$ cat src/rtl/countdown999.sv
// ---------------------------------------------------------------------------
// countdown999 -- three-digit BCD down-counter (999 .. 000) with 7-segment
// outputs, prescaled decrement tick and a four-state control FSM
// (IDLE / RUN / PAUSED / DONE).
//
// Optional feature macro: COUNTDOWN_BLANK_EN
//   defined   -> leading-zero blanking on the hundreds and tens digits
//   undefined -> every digit always shows its value, leading zeros included
// ---------------------------------------------------------------------------
module countdown999 #(
    parameter int unsigned TICK_DIV = 50_000_000
) (
    input  logic        clk,
    input  logic        rst,
    input  logic        load,
    input  logic [11:0] load_val,
    input  logic        start,
    input  logic        pause,
    output logic [11:0] q,
    output logic [6:0]  uni,
    output logic [6:0]  dez,
    output logic [6:0]  cen,
    output logic        running,
    output logic        done
);

    typedef enum logic [1:0] {
        S_IDLE   = 2'd0,
        S_RUN    = 2'd1,
        S_PAUSED = 2'd2,
        S_DONE   = 2'd3
    } state_t;

    localparam logic [25:0] TICK_LAST = 26'(TICK_DIV - 1);

    state_t      r_state;
    state_t      w_state_next;
    logic [11:0] r_q;
    logic [25:0] r_tick_cnt;

    logic        w_tick;
    logic        w_q_zero;
    logic        w_q_one;
    logic        w_do_dec;
    logic [11:0] w_q_load;
    logic [11:0] w_q_dec;

    // Clamp a BCD digit to the legal 0..9 range.
    function automatic logic [3:0] clamp_digit(input logic [3:0] d);
        return (d > 4'd9) ? 4'd9 : d;
    endfunction

    // Standard 0..9 segment patterns, bit 0 = a ... bit 6 = g, 1 = lit.
    function automatic logic [6:0] seg7(input logic [3:0] d);
        logic [6:0] s;
        case (d)
            4'd0:    s = 7'b0111111;
            4'd1:    s = 7'b0000110;
            4'd2:    s = 7'b1011011;
            4'd3:    s = 7'b1001111;
            4'd4:    s = 7'b1100110;
            4'd5:    s = 7'b1101101;
            4'd6:    s = 7'b1111101;
            4'd7:    s = 7'b0000111;
            4'd8:    s = 7'b1111111;
            4'd9:    s = 7'b1101111;
            default: s = 7'b0000000;
        endcase
        return s;
    endfunction

    // Count-value decode shared by FSM and datapath.
    always_comb begin
        w_q_zero = (r_q == 12'h000);
        w_q_one  = (r_q == 12'h001);
        w_tick   = (r_state == S_RUN) && (r_tick_cnt == TICK_LAST);
        w_do_dec = (r_state == S_RUN) && !load && !pause && w_tick && !w_q_zero;
        w_q_load = {clamp_digit(load_val[11:8]),
                    clamp_digit(load_val[7:4]),
                    clamp_digit(load_val[3:0])};
    end

    // BCD decrement with borrow rippling units -> tens -> hundreds.
    always_comb begin
        logic [3:0] w_u;
        logic [3:0] w_t;
        logic [3:0] w_h;
        w_u = r_q[3:0];
        w_t = r_q[7:4];
        w_h = r_q[11:8];
        if (w_u != 4'd0) begin
            w_u = w_u - 4'd1;
        end else begin
            w_u = 4'd9;
            if (w_t != 4'd0) begin
                w_t = w_t - 4'd1;
            end else begin
                w_t = 4'd9;
                w_h = w_h - 4'd1;
            end
        end
        w_q_dec = {w_h, w_t, w_u};
    end

    // FSM state register.
    always_ff @(posedge clk) begin
        if (rst) begin
            r_state <= S_IDLE;
        end else begin
            r_state <= w_state_next;
        end
    end

    // FSM next-state logic; priority load > pause > start > tick.
    always_comb begin
        w_state_next = r_state;
        if (load) begin
            w_state_next = S_IDLE;
        end else begin
            case (r_state)
                S_IDLE: begin
                    if (!pause && start) begin
                        w_state_next = w_q_zero ? S_DONE : S_RUN;
                    end
                end
                S_RUN: begin
                    if (pause) begin
                        w_state_next = S_PAUSED;
                    end else if (w_tick && (w_q_one || w_q_zero)) begin
                        w_state_next = S_DONE;
                    end
                end
                S_PAUSED: begin
                    if (!pause && start) begin
                        w_state_next = S_RUN;
                    end
                end
                S_DONE: begin
                    w_state_next = S_DONE;
                end
                default: begin
                    w_state_next = S_IDLE;
                end
            endcase
        end
    end

    // FSM outputs.
    always_comb begin
        running = (r_state == S_RUN);
        done    = (r_state == S_DONE);
    end

    // Count register: clamped load, else decrement on an unblocked tick.
    always_ff @(posedge clk) begin
        if (rst) begin
            r_q <= '0;
        end else if (load) begin
            r_q <= w_q_load;
        end else if (w_do_dec) begin
            r_q <= w_q_dec;
        end
    end

    // Prescaler: counts only while staying in RUN, so every entry to RUN
    // (and every load or pause) restarts a full TICK_DIV period.
    always_ff @(posedge clk) begin
        if (rst) begin
            r_tick_cnt <= '0;
        end else if (load || (r_state != S_RUN) || (w_state_next != S_RUN)) begin
            r_tick_cnt <= '0;
        end else if (w_tick) begin
            r_tick_cnt <= '0;
        end else begin
            r_tick_cnt <= r_tick_cnt + 26'd1;
        end
    end

    // Segment decode straight from the count, no output register.
    always_comb begin
        q   = r_q;
        uni = seg7(r_q[3:0]);
        dez = seg7(r_q[7:4]);
        cen = seg7(r_q[11:8]);
`ifdef COUNTDOWN_BLANK_EN
        if (r_q[11:8] == 4'd0) begin
            cen = '0;
            if (r_q[7:4] == 4'd0) begin
                dez = '0;
            end
        end
`endif
    end

endmodule

$ cat config.mk
export PLATFORM = sky130hd
export DESIGN_NAME = countdown999
export DESIGN_NICKNAME = d
export VERILOG_FILES = /design/src/rtl/countdown999.sv
export SDC_FILE = /design/constraint.sdc
export NUM_CORES = 1
export LEC_CHECK = 0
export BUFFER_PORTS_ARGS = -buffer_cell sky130_fd_sc_hd__buf_2
export CAP_MARGIN = 30
export CORE_ASPECT_RATIO = 0.5
export CORE_UTILIZATION = 30
export CTS_CLUSTER_SIZE = 20
export DETAILED_ROUTE_END_ITERATION = 8
export PLACE_DENSITY = 0.54
export RECOVER_POWER = 50
export SLEW_MARGIN = 20
export SYNTH_ARGS = -nofsm -noshare
export SYNTH_HDL_FRONTEND = slang
export SYNTH_SLANG_ARGS = --single-unit
export TNS_END_PERCENT = 30
$ cat constraint.sdc
create_clock -name clk -period 5.35 [get_ports clk]
set_clock_uncertainty 0.15 [all_clocks]
set_input_delay 0.535 -clock clk [delete_from_list [all_inputs] [get_ports clk]]
set_output_delay 0.535 -clock clk [all_outputs]
set_load 0.02 [all_outputs]
==> flow_summary.json, run 1 <==
{
  "rsz0062_at_grt": "no",
  "wl_per_cell_um": 13.6,
  "post_cts_resized": 0,
  "power.density_nw_per_um2": 335,
  "p_int_mw": 1.03,
  "vias_per_cell": 4.99,
  "min_from": "r_tick_cnt[0]",
  "die_w_um": 152,
  "worstHoldPathType": "flop to flop",
  "met3_wirelength_um": 370,
  "fmax_mhz": 276,
  "path_class": "input pin to flop",
  "clk_latency_ps": 330,
  "setup_viol": 0,
  "cts_tree": "yes",
  "synth_fa_ha_area_share_pct": 7.78,
  "synth.area.mux_share_pct": 2.67,
  "die_y_um": 77.0,
  "rows": 26,
  "clockBufferDepth": 2,
  "worstSetupStartpointType": "input pin",
  "p_comb_share_pct": 12.1,
  "p_leak_nw": 1.49,
  "synth_cell_types": 62,
  "ys_async_sr_fraction_pct": 0,
  "r2r_slack_ps": 1750,
  "io_pins": 52,
  "drive_above_1_share_pct": 10.6,
  "dieArea_um2": 11700,
  "mostFrequentLayoutCell": "dfxtp_1",
  "holdWs_ps": 304,
  "drc_errors": 0,
  "cts_setup_buffers": 0,
  "final_cell_mix": "dfxtp_1 (61), nor2_1 (44), clkbuf_1 (38)",
  "slowest_stage": "clkbuf_1",
  "worstPathMaxFanout": 26,
  "r2r-start": "r_tick_cnt[0]",
  "yosys_warnings": 0,
  "p_clk_share_pct": 51.3,
  "drtIter0Drc": 149,
  "synth_flop_cell": "dfxtp_1",
  "max_slew_margin_pct": 13.8,
  "core_area_um2": 10600,
  "antenna_cells": 0,
  "maxCapViolCount": 0,
  "required_ps": 5430,
  "m1WireLength_um": 4000,
  "p_seq_share_pct": 36.6,
  "cts_inserted_buffers": 9,
  "synth_top_family_by_area": "simple AND/OR/NAND/NOR gates",
  "arrival_ps": 3700,
  "place_hpwl_um": 5680,
  "crit_path_start": "load",
  "cts_hold_buf": 0,
  "synth.largest_area_cell": "dfxtp_1",
  "cp_slowest_stage_delay_ps": 920,
  "path_cells": "clkbuf_1 > inv_1 > nor2_1 > nand2_1 > o21ai_0 > inv_1 > ha_1 > a21o_1",
  "ys_seq_elements": 61,
  "synthXorXnorAreaFrac_pct": 5.97,
  "synth_compound_area_share_pct": 17.9,
  "cp-endpoint": "cen[1]",
  "place_inst": 560,
  "synth.avg_cell_area_um2": 8.86,
  "start_util_pct": 31.9,
  "grtUsageTotal_pct": 14.4,
  "antenna_left": 0,
  "met2_length_um": 3330,
  "grt_overflow": 0,
  "worstSetupEndpointType": "flop",
  "netlist_instances": 381,
  "grt_pass1_vias": 2796,
  "syn_nets": 419,
  "vdd_drop_max_uv": 179,
  "cts_root_buf": "clkbuf_16",
  "first_pass_iters": 4,
  "grt_max_degree": 27,
  "fin_setup_tns_ps": 0,
  "worstReg2RegEnd": "cen[1]",
  "antenna_found_initial": 0,
  "period_share_pct": 67.8,
  "grt_pass1_wl_um": 13500,
  "hold_viol": 0,
  "synth_area_um2": 3380,
  "synthToLayoutAreaGrowth_pct": 19.7,
  "synthTopCellsByArea": "dfxtp_1 (36%), ha_1 (7.8%), nor2_1 (4.9%)",
  "fin_crit_ps": 3630,
  "instances_no_fill": 576,
  "clock-sinks": 61,
  "fin_nets": 469,
  "wl_um": 7850,
  "status": "complete, no violations",
  "p_switching_mw": 0.324,
  "htree_levels": 3,
  "cpMostUsedCell": "inv_1",
  "dr.max_layer_used": "met4",
  "num_vias": 2873,
  "tightestPinTransition_ps": 1290,
  "ys_seq_area_share_pct": 36.2,
  "synth_top_area_share_pct": 36.2,
  "yosys.area_share.simple_pct": 25.0,
  "gp_congestion": 0.823,
  "p_sw_share_pct": 23.9,
  "slew_violations": 0,
  "synth_edf_count": 0,
  "numPortBuffers": 51,
  "cts.reportedPaths.clkPinSlew_ps": 50,
  "reg2regPathDepth": 9
}
[cell type report]
cell class,count,area (µm²)
Clock buffer,13,270
Clock inverter,3,90.1
Fill cell,1073,6530
Inverter,22,87.6
Multi-Input combinational cell,284,1980
Sequential cell,61,1220
Tap cell,140,175
Timing Repair Buffer,53,221
[worst min path at each step]
stage / to / depth (start not counted)
finish: r_tick_cnt[0] / 1
global route: r_tick_cnt[0] / 1
CTS: r_tick_cnt[0] / 1
detailed placement: r_tick_cnt[0] / 1
global placement: r_tick_cnt[0] / 1
floorplan: r_tick_cnt[0] / 1
[power by group through the flow]
stage / logic [mW] / clock network (mW) / registers [mW]
3_3_place_gp: 0.171 / 0 / 0.504
5_1_grt: 0.182 / 0.735 / 0.498
6_report: 0.164 / 0.693 / 0.495
3_5_place_dp: 0.171 / 0 / 0.503
2_1_floorplan: 0.0914 / 0 / 0.531
4_1_cts: 0.172 / 0.710 / 0.494
[metrics by stage]
stage	util [%]	setup slack (ps)	power, mW	cell area, µm²
after floorplan	-	2460	0.623	3380
after global placement	35.6	2090	0.675	3760
after detailed placement	35.6	2060	0.674	3760
after CTS	39.0	2050	1.38	4120
after global routing	38.2	1340	1.41	4040
final	38.2	1720	1.35	4040
[metal layers]
layer  track usage, %  up-vias
met5                0        -
met4             6.33        0
met3             5.14       16
met2             21.8       51
met1             18.3     1332
li1                 -     1474
[critical path, delay by kind of cell]
family | cells | cell delay (ps)
simple gates | 2 | 430
fa+ha+maj | 1 | 340
buf+inv | 3 | 1630
compound gates | 2 | 760
[flip-flops by register name (all words and copies together) (netlist names)]
register / count
uni: 7
r_tick_cnt: 26
r_state: 2
cen: 7
dez: 7
q: 12
[cell families (layout without fill, tap and decap cells)]
logic type,count (synthesis),after routing
AND/OR/NAND/NOR,148,148
XOR/XNOR,23,23
multiplexers,9,9
AO/OA/AOI/OAI,83,83
buffers and inverters,36,91
adder cells (fa/ha/maj),21,21
flip-flops,61,61
[Yosys cell counts (all sizes together) (3+ instances only)]
cell type  number
or3             9
nand2          21
o31ai           3
o311ai          4
ha             21
nand2b          6
nand3          14
o21a            4
buf             7
xor2           17
a31oi           6
and3            5
o21ai          17
nor4            7
o22ai           5
a21oi          15
nor4b           3
nor3            6
nor2b           4
mux2i           9
o2bb2ai         3
and4            4
clkbuf          7
a221oi          4
nor3b           3
xnor2           6
or2             5
nor2           44
dfxtp          61
o32ai           3
inv            21
nand4          13
Note: power is estimated with default switching activity, not from simulation.
==> run 2, diff against run 1 <==
==> constraint.sdc (replaced) <==
create_clock -name clk -period 3.5 [get_ports clk]
set_clock_uncertainty 0.15 [all_clocks]
set_input_delay 0.35 -clock clk [delete_from_list [all_inputs] [get_ports clk]]
set_output_delay 0.35 -clock clk [all_outputs]
set_load 0.02 [all_outputs]
==> flow_summary.json, run 2 (same netlist as run 1, synthesis figures left out) <==
{
  "core_area_um2": 10600,
  "p_clk_share_pct": 44.1,
  "fin_setup_tns_ps": 0,
  "clk_latency_ps": 330,
  "holdWs_ps": 167,
  "arrival_ps": 3140,
  "min_from": "load_val[9]",
  "worstReg2RegEnd": "uni[4]",
  "p_comb_share_pct": 14.0,
  "drtIter0Drc": 100,
  "setup_ws_ps": 391,
  "top_usage_layer": "met2",
  "start_util_pct": 31.9,
  "cts_inserted_buffers": 9,
  "grt_util_met2_pct": 21.8,
  "p_switching_mw": 0.495,
  "wl_per_cell_um": 13.6,
  "antenna_left": 0,
  "mostFrequentLayoutCell": "dfxtp_1",
  "grt_overflow": 0,
  "cts_tree": "yes",
  "required_ps": 3530,
  "hold_viol": 0,
  "cp_slowest_stage_delay_ps": 600,
  "place_hpwl_um": 5840,
  "period_share_pct": 88.8,
  "cts_root_buf": "clkbuf_16",
  "p_sw_share_pct": 27.4,
  "dieArea_um2": 11700,
  "crit_family": "compound AO/OA/AOI/OAI gates",
  "clock-sinks": 61,
  "setup_viol": 0,
  "maxCapViolCount": 0,
  "path_class": "flop to flop",
  "regMostFlops": "r_tick_cnt",
  "fin_crit_ps": 3110,
  "final_cell_mix": "dfxtp_1 (61), nor2_1 (44), clkbuf_1 (38)",
  "drive_above_1_share_pct": 11.8,
  "p_seq_share_pct": 41.9,
  "rsz0062_at_grt": "no",
  "gp_congestion": 0.780,
  "fmax_mhz": 322,
  "path_cells": "ha_1 > and3_1 > nand4_4 > nor2_1 > nand2_1 > mux2i_1 > a221oi_1 > inv_1 > ha_1 > o21ai_0 > o2bb2ai_1 > a31oi_1",
  "slew_violations": 0,
  "status": "complete, no violations",
  "r2r-start": "r_tick_cnt[0]",
  "cts.reportedPaths.clkPinSlew_ps": 50,
  "place_inst": 564,
  "antenna_cells": 0,
  "die_w_um": 152,
  "num_vias": 2859,
  "worstSetupEndpointType": "flop",
  "io_pins": 52,
  "htree_levels": 3,
  "antenna_found_initial": 0,
  "fin_util_pct": 38.0,
  "worstHoldEndpoint": "q[9]",
  "path_buf_inv": 1,
  "wl_um": 7880,
  "grt_max_degree": 27,
  "fin_nets": 473,
  "slowest_stage": "a221oi_1",
  "worstHoldPathType": "input pin to flop",
  "die_y_um": 77.0,
  "post-place-ws_ps": 282,
  "worstSetupStartpointType": "flop",
  "first_pass_iters": 4,
  "worstPathMaxFanout": 6,
  "rows": 26,
  "grt_pass1_vias": 2646,
  "grt_pass1_wl_um": 13100,
  "clockBufferDepth": 2,
  "max_slew_margin_pct": 17.7,
  "grtUsageTotal_pct": 14.1,
  "synthToLayoutAreaGrowth_pct": 18.9,
  "reg2regPathDepth": 12,
  "tightestPinTransition_ps": 1230,
  "met3_usage_pct": 4.47,
  "p_leak_nw": 1.48,
  "instances_no_fill": 579,
  "power.density_nw_per_um2": 450,
  "largest_reg_flops": 26,
  "numPortBuffers": 51,
  "vias_per_cell": 4.94,
  "cts_setup_buffers": 0,
  "r2r_slack_ps": 390,
  "vdd_drop_max_uv": 231,
  "met1_usage_pct": 18.3,
  "hold-path-cell-count": 3,
  "p_int_mw": 1.31,
  "drc_errors": 0,
  "cpMostUsedCell": "ha_1"
}
[run 2: changes by cell type in the layout (fill, tap and decap cells not counted), sizes merged]
| cell | change |
|---|---|
| clkinv | +2 |
| bufinv | -3 |
| clkbuf | -2 |
| buf | +4 |
| clkinvlp | +2 |
[run 2: routing by layer]
metal | share of wire, % | wire (µm)
met1 | 52 | 4100
met2 | 43 | 3390
met3 | 3.3 | 260
met4 | 1.7 | 131
met5 | 0 | 0
[run 2: tightest hold or removal path, cell delays in order]
cell,delay [ps]
buf_2,110
nand2_1,70
o21ai_0,70
[run 2: how the worst max path moves through the flow]
stage | startpoint | end | slack [ps] | depth (start not counted)
2_1_floorplan | r_tick_cnt[0] | uni[1] | 610 | 11
3_3_place_gp | r_tick_cnt[0] | uni[1] | 210 | 11
3_5_place_dp | r_tick_cnt[0] | uni[1] | 280 | 11
4_1_cts | r_tick_cnt[0] | uni[1] | 250 | 11
5_1_grt | r_tick_cnt[0] | uni[1] | 120 | 11
6_report | r_tick_cnt[0] | uni[4] | 390 | 12
[run 2: repair_timing]
action | 4_1_cts | 5_1_grt
endpoints found under the setup margin | 0 | 1
hold endpoints to repair | 0 | 0
hold buffers | 0 | 0
resized for setup | 0 | 1
[run 2: layout make-up]
cell class | count | area, µm²
Clock buffer | 11 | 243
Clock inverter | 4 | 25.0
Fill cell | 1065 | 6560
Inverter | 22 | 87.6
Multi-Input combinational cell | 284 | 2010
Sequential cell | 61 | 1220
Tap cell | 140 | 175
Timing Repair Buffer | 57 | 251
[run 2: through the flow]
step | instance area (µm²) | power (mW)
finish | 4020 | 1.81
global route | 4020 | 1.90
CTS | 4060 | 1.84
detailed placement | 3790 | 1.03
global placement | 3790 | 1.03
floorplan | 3380 | 0.952
[run 2: power groups by stage]
stage / Combinational, mW / Sequential, mW / Clock [mW]
floorplan: 0.140 / 0.812 / 0
global placement: 0.263 / 0.769 / 0
detailed placement: 0.263 / 0.769 / 0
CTS: 0.264 / 0.755 / 0.817
global route: 0.279 / 0.761 / 0.858
finish: 0.252 / 0.756 / 0.797
